**config.mk**
```make
export PLATFORM = sky130hd
export DESIGN_NAME = multi_rate_counter
export DESIGN_NICKNAME = d
export VERILOG_FILES = /design/src/rtl/multi_rate_counter.sv
export SDC_FILE = /design/constraint.sdc
export NUM_CORES = 1
export LEC_CHECK = 0
export BUFFER_PORTS_ARGS = -buffer_cell sky130_fd_sc_hd__buf_2
export CAP_MARGIN = 40
export CORE_MARGIN = 5
export CORE_UTILIZATION = 30
export DETAILED_ROUTE_END_ITERATION = 16
export GPL_TIMING_DRIVEN = 0
export PLACE_DENSITY_LB_ADDON = 0.05
export SYNTH_ARGS = -nofsm -noshare
export SYNTH_HDL_FRONTEND = slang
export SYNTH_SLANG_ARGS = --single-unit
```
**constraint.sdc**
```tcl
create_clock -name clk -period 4.9 [get_ports clk]
set_clock_uncertainty 0.1 [all_clocks]
set_input_delay 0.49 -clock clk [delete_from_list [all_inputs] [get_ports clk]]
set_output_delay 0.49 -clock clk [all_outputs]
set_load 0.02 [all_outputs]
```
**src/rtl/multi_rate_counter.sv**
```systemverilog
// multi_rate_counter: per-channel programmable tick dividers driving key-controlled up/down counters.
module multi_rate_counter #(
    parameter int n_ch        = 2,
    parameter int w_cnt       = 16,
    parameter int min_period  = 540000,
    parameter int max_period  = 81000000,
    parameter int period_step = 1,
    parameter int w_key       = 8,
    parameter int w_led       = 8,
    parameter int w_digit     = 8
) (
    input  logic                                       clk,
    input  logic                                       rst,
    input  logic [w_key-1:0]                           key,
    output logic [w_led-1:0]                           led,
    output logic [w_digit*4-1:0]                       number,
    output logic [n_ch-1:0]                            tick,
    output logic [n_ch-1:0]                            run,
    output logic [n_ch-1:0]                            dir,
    output logic [(n_ch > 1 ? $clog2(n_ch) : 1)-1:0]   sel
);
    localparam int w_sel = n_ch > 1 ? $clog2(n_ch) : 1;
    localparam int w_num = w_digit * 4;
    localparam int w_per = $clog2(max_period + period_step + 1);
    localparam logic [w_per-1:0] p_min  = w_per'(min_period);
    localparam logic [w_per-1:0] p_max  = w_per'(max_period);
    localparam logic [w_per-1:0] p_step = w_per'(period_step);
    localparam logic [w_per-1:0] p_init = w_per'((min_period + max_period) / 2);

    logic [w_per-1:0] period [n_ch];
    logic [w_per-1:0] period_n [n_ch];
    logic [w_per-1:0] div [n_ch];
    logic [w_per-1:0] div_n [n_ch];
    logic [w_cnt-1:0] count [n_ch];
    logic [w_cnt-1:0] count_n [n_ch];
    logic [n_ch-1:0]  tick_n, run_n, dir_n, hit, clr;
    logic [w_sel-1:0] sel_n;
    logic [w_key-1:0] key_prev;
    logic [5:2]       rise;
    logic [w_cnt-1:0] shown;
    logic             unused_key;

    assign rise       = key[5:2] & ~key_prev[5:2];
    assign sel_n      = rise[4] ? (sel == w_sel'(n_ch - 1) ? '0 : sel + w_sel'(1)) : sel;
    assign shown      = count_n[sel_n];
    assign unused_key = ^{key, key_prev};

    // key actions use the current sel; the period register only feeds div at a reload
    always_comb begin
        for (int i = 0; i < n_ch; i++) begin
            hit[i]      = w_sel'(i) == sel;
            clr[i]      = hit[i] && rise[5];
            period_n[i] = !hit[i] ? period[i]
                        : key[0] ? (period[i] > p_max - p_step ? p_max : period[i] + p_step)
                        : key[1] ? (period[i] < p_min + p_step ? p_min : period[i] - p_step)
                        : period[i];
            tick_n[i]   = run[i] && div[i] == '0 && !clr[i];
            div_n[i]    = clr[i] || tick_n[i] ? period[i] - w_per'(1)
                        : run[i] ? div[i] - w_per'(1) : div[i];
            count_n[i]  = clr[i] ? '0 : !tick_n[i] ? count[i]
                        : dir[i] ? count[i] - w_cnt'(1) : count[i] + w_cnt'(1);
            run_n[i]    = run[i] ^ (hit[i] && rise[2]);
            dir_n[i]    = dir[i] ^ (hit[i] && rise[3]);
        end
    end

    always_ff @(posedge clk or posedge rst) begin
        if (rst) begin
            period   <= '{default: p_init};
            div      <= '{default: '0};
            count    <= '{default: '0};
            tick     <= '0;
            run      <= '1;
            dir      <= '0;
            sel      <= '0;
            key_prev <= '0;
            led      <= '0;
            number   <= '0;
        end else begin
            period   <= period_n;
            div      <= div_n;
            count    <= count_n;
            tick     <= tick_n;
            run      <= run_n;
            dir      <= dir_n;
            sel      <= sel_n;
            key_prev <= key;
            led      <= w_led'(shown);
            number   <= w_num'(shown);
        end
    end
endmodule

```
After elaboration in Yosys (flattened, before gate mapping)
Cells that the tools add are included.
{"block": "classes", "n_reduce_logical": 21, "n_bitwise": 8, "mux": 23, "add_sub_neg": 11, "order_cmp": 5}
{"cell": "27-bit two-way mux", "count": 12}
{"cell": "16-bit two-way mux", "count": 9}
{"cell": "27-bit by 1-bit subtractor with 27-bit output, second input constant", "count": 4}
{"cell": "27-bit by 1-bit adder with 27-bit output, second input constant", "count": 2}
{"cell": "27-bit greater-than comparator, second input constant", "count": 2}
{"cell": "27-bit zero test", "count": 2}
{"cell": "27-bit by 20-bit < comparator with 1-bit output, second input constant", "count": 2}
{"cell": "16-bit by 1-bit adder with 16-bit output, second input constant", "count": 2}
{"cell": "16-bit by 1-bit subtractor with 16-bit output, second input constant", "count": 2}
{"cell": "1-bit logical AND", "count": 10}
{"cell": "2-bit nonzero test", "count": 3}
{"cell": "4-bit bitwise AND", "count": 1}
{"cell": "4-bit inverter", "count": 1}
{"cell": "2-bit AND reduction", "count": 2}
{"cell": "1-bit bitwise XOR", "count": 4}
{"cell": "2-bit greater-or-equal comparator, second input constant", "count": 1}
{"cell": "1-bit zero test", "count": 2}
{"cell": "1-bit logical OR", "count": 2}
{"cell": "1-bit two-way mux", "count": 2}
{"cell": "1-bit inverter with 2-bit output", "count": 1}
{"cell": "1-bit adder, second input constant", "count": 1}
{"cell": "1-bit inverter", "count": 1}
{"block": "word_totals", "ff_bits": 177, "inputBits": 10, "word_cells": 81}

Longest topological paths before layout
{"block": "logic_depth", "ltp_word": 10, "mapped_depth": 13}

Worst setup path before layout
Ideal clock, no wire load.
{"block": "synth_timing", "path_kind": "flip-flop to flip-flop", "start": "reg period[2] (netlist bit)", "end": "reg period[25] (netlist bit)", "arrival_ns": 3.497, "period_less_slack_ns": 3.676, "path_stages_with_launch": 14, "setup_time_ns": 0.079, "setup_slack_ns": 1.224, "path_cell_list": "dfrtp_1 -> buf_6 -> or3_1 -> buf_2 -> or3_1 -> buf_6 -> or4_4 -> or2_4 -> or4_4 -> buf_6 -> nor4b_4 -> xnor2_1 -> o22ai_1 -> a22o_2"}
{"block": "synth_via", "elab_chain_cells": 4}
{"item": "from (decl)", "line": "30", "source": "logic [w_per-1:0] period [n_ch];"}
{"item": "from (signal assigned)", "line": "80", "source": "period <= period_n;"}
{"item": "27-bit by 1-bit subtractor with 27-bit output or 27-bit by 20-bit < comparator with 1-bit output (tied branches)", "line": "55", "source": ": key[1] ? (period[i] < p_min + p_step ? p_min : period[i] - p_step)"}
{"item": "27-bit two-way mux (2 in series)", "line": "55"}
{"item": "27-bit two-way mux *", "line": "54", "source": ": key[0] ? (period[i] > p_max - p_step ? p_max : period[i] + p_step)"}
Mark *: on every way between the ends. The rest lies on a longest branch, timed or not. The select of a mux whose other input is x is not followed.
A chain may end at the register's enable or synchronous reset.

Worst setup path in the final report
{"block": "layout_timing", "start": "reg period[0] (netlist bit)", "end": "reg period[24] (netlist bit)"}
The elaborated chain is that of the path after synthesis.

==> qor.txt <==
status: complete, no violations
final hold vios: 0
Initial Util: 30.5%
Crit-path slowest cell: or3b_2
Post-DP HPWL: 27,700 um
CTS buffer count: 17
Post-synth EDFFs: 0
CP dominant cell by count: nor3_1
pin count of the biggest net entering global routing: 33
Hold WC Path Type: input port to async pin
overall power: 6580 uW
fmax: 0.234 GHz
Final Max Tran Viols: 0
num rows: 71
Slew @ Worst Pin: 0.896 ns
count leader, synth: nand2_1
Non-Filler Instances: 2,007
io pins: 57
post-synthesis sequential area ratio: 36.5%
GRT Residual Overflow: 0
Synth top area share: 30.6%
Reg clk slew, reported paths: 0.07 ns
Avg Vias per Cell: 5.16
total track usage: 17.8%
final-layout fill cell count: 4,004
WP depth: 12
total negative slack: 0 ns
die area: 42,400 um2
Bufs and invs on worst path: 2
Worst setup EP type: flip-flop
Seq cells post-synth: 167
CP delay by family, top: simple AND/OR/NAND/NOR gates
Leak: 0.00538 uW
Yosys top cell by area: dfrtp_1
top_reg_cell synth: dfrtp_1
min Tclk post-route: 4.27 ns
Yosys cell types: 72
Synth area leaders: dfrtp_1, dfstp_2, xnor2_1
die width: 206 um
PwrDens: 502 nW/um2
CTS H-tree lvls: 4
mapped cell area: 11,500 um2
Finished Core Util: 34.7%
layout cells sized above 1: 10.3%
Rel. slew slack: 39.8%
Num Clock Sinks: 167
Clk Latency, worst-skew pair: 0.44 ns
Routed Antenna Nets: 0
Core ar.: 37,800 um2
reg2reg path depth: 12
Area Overhead vs Synth: 13.8%
Die Ht: 206 um
Synth async-reset ratio: 100%
initial antenna violation count: 1
layout net count: 1,531
first drt pass iteration count: 5
Vias: 10.3k
first-pass GRT wire length: 59,300 um
# Post-CTS Setup Buffers: 0
clk buf depth: 2
RSZ-0062 raised after global routing: false
fin crit share: 87.2%
gp weighted congestion: 0.880
Hold Buf Count CTS: 0
drt drc: 0
1st-iter DRT viols: 692
clock root buffer master: clkbuf_16
Avg WL per Cell: 18.6 um
CTS tree: done
CP Max Fanout: 6
Peak supply drop: 0.176 mV
post_cts resized: 0
WP data required: 5.09 ns
slowest cell delay on critical path: 0.53 ns
worst hold margin: 0.0736 ns
startpoint types: flip-flop
number of port buffers: 37
total wire length: 37,300 um
cells along the critical path: inv_1, ha_1, or3b_2, or4_1, clkbuf_1, or3_1, nor3_1, nand2_1, nor3_1, o22ai_1, o21ai_0, o31ai_1
max-cap violation count: 0
Syn Area/Cell: 8.21 um2
leading post-synthesis cells by instance count: nand2_1, dfrtp_1, nor2_1
Synth Warn #: 0
Mapped Cells: 1,403
number of diodes: 0
Cells after DPL: 1,975
WP data arrival: 4.47 ns
final setup violation count: 0
R2R setup slack: 0.63 ns
Crit Path Class: flip-flop to flip-flop
vias in the first global route: 10.2k
[metal layers]
metal | up-vias | global-route usage (%) | wire (um)
met5 | - | 0 | 20
met4 | 2 | 5.25 | 759
met3 | 48 | 2.82 | 1780
met2 | 250 | 28.2 | 16800
met1 | 4931 | 25.1 | 17900
li1 | 5118 | - | -
[flip-flops by register name (all words and copies together), names as in the netlist]
name	cells
key_prev	4
dir	2
count	32
div	54
period	54
sel	1
run	2
tick	2
number	9
led	7
[cell type report]
class                      count  area [um2]  share of cell area [%]
buffer                       122         574                    4.38
multi-input combinational   1095        6670                    50.9
timing repair buffer          46         335                    2.56
sequential                   167        4210                    32.1
clock inverter                12        93.8                   0.716
inverter                      34         131                    1.00
tap                          511         639                    4.88
clock buffer                  20         457                    3.48
[path summary, 6_finish.rpt]
kind,from,endpoint
setup / recovery,period[0]$_DFFE_PP0P_,period[24]$_DFFE_PP0P_
hold / removal,rst,count[6]$_DFF_PP0_
setup reg to reg,period[0]$_DFFE_PP0P_,period[24]$_DFFE_PP0P_
hold reg to reg,period[7]$_DFFE_PP1P_,period[7]$_DFFE_PP1P_
max in group asynchronous,rst,period[49]$_DFFE_PP1P_
min in group clk,key[2],key_prev[2]$_DFF_PP0_
[power by group]
part / total [uW] / switching (uW) / leakage (uW) / internal [uW]
sequential: 2170 / 359 / 0.00205 / 1810
clock: 1320 / 641 / 0.000264 / 684
combinational: 3090 / 1980 / 0.00306 / 1110
total: 6580 / 2980 / 0.00538 / 3600
[worst register-to-register path: cells and delay by family (launching register included)]
kind                       cells  cell delay (ns)
AOI/OAI and AO/OA              3             0.41
DFF                            1             0.45
adders and majority gates      1             0.24
buffers and inverters          2             0.31
and+or+nand+nor                6             2.63
[cells by family (layout without fill, tap and decap cells)]
kind of cell | Yosys count | in the layout | share of synthesized area (%)
compound gates | 374 | 374 | 20.0
xor+xnor | 136 | 136 | 10.3
fa+ha+maj | 38 | 38 | 4.26
buf+inv | 156 | 234 | 6.09
flops | 167 | 167 | 36.5
mux | 12 | 12 | 1.09
other cells | 1 | 16 | 0.0325
simple gates | 519 | 519 | 21.7
[through the flow]
| step | instance area [um2] | worst slack [ns] |
|---|---|---|
| after global routing | 13100 | 0.378 |
| after CTS | 13100 | 0.672 |
| after detailed placement | 12600 | 0.711 |
| after global placement | 12400 | 0.654 |
| after floorplan | 11600 | 1.22 |
| final | 13100 | 0.626 |
[cells in the final DEF, fill, tap and decap left out, types with 8 or more instances in the layout]
cell type and n:
nand2_1 155, dfrtp_1 141, nor2_1 133, a21oi_1 113, o21ai_0 94, clkbuf_1 88
xnor2_1 76, xor2_1 60, nor3_1 52, buf_2 40, ha_1 36, nand3_1 35
inv_1 33, buf_4 27, dfstp_2 26, or3_1 23, a31oi_1 23, nor4_1 22
o22ai_1 22, nand4_1 17, clkbuf_16 17, conb_1 16, nand2b_1 15, and3_1 14
a211oi_1 14, a21o_1 12, o31ai_1 12, o21a_1 12, nor2b_1 10, nor3b_1 9
o211ai_1 9, or2_2 8, mux2i_1 8
Note: power is estimated with default switching activity, not from simulation.
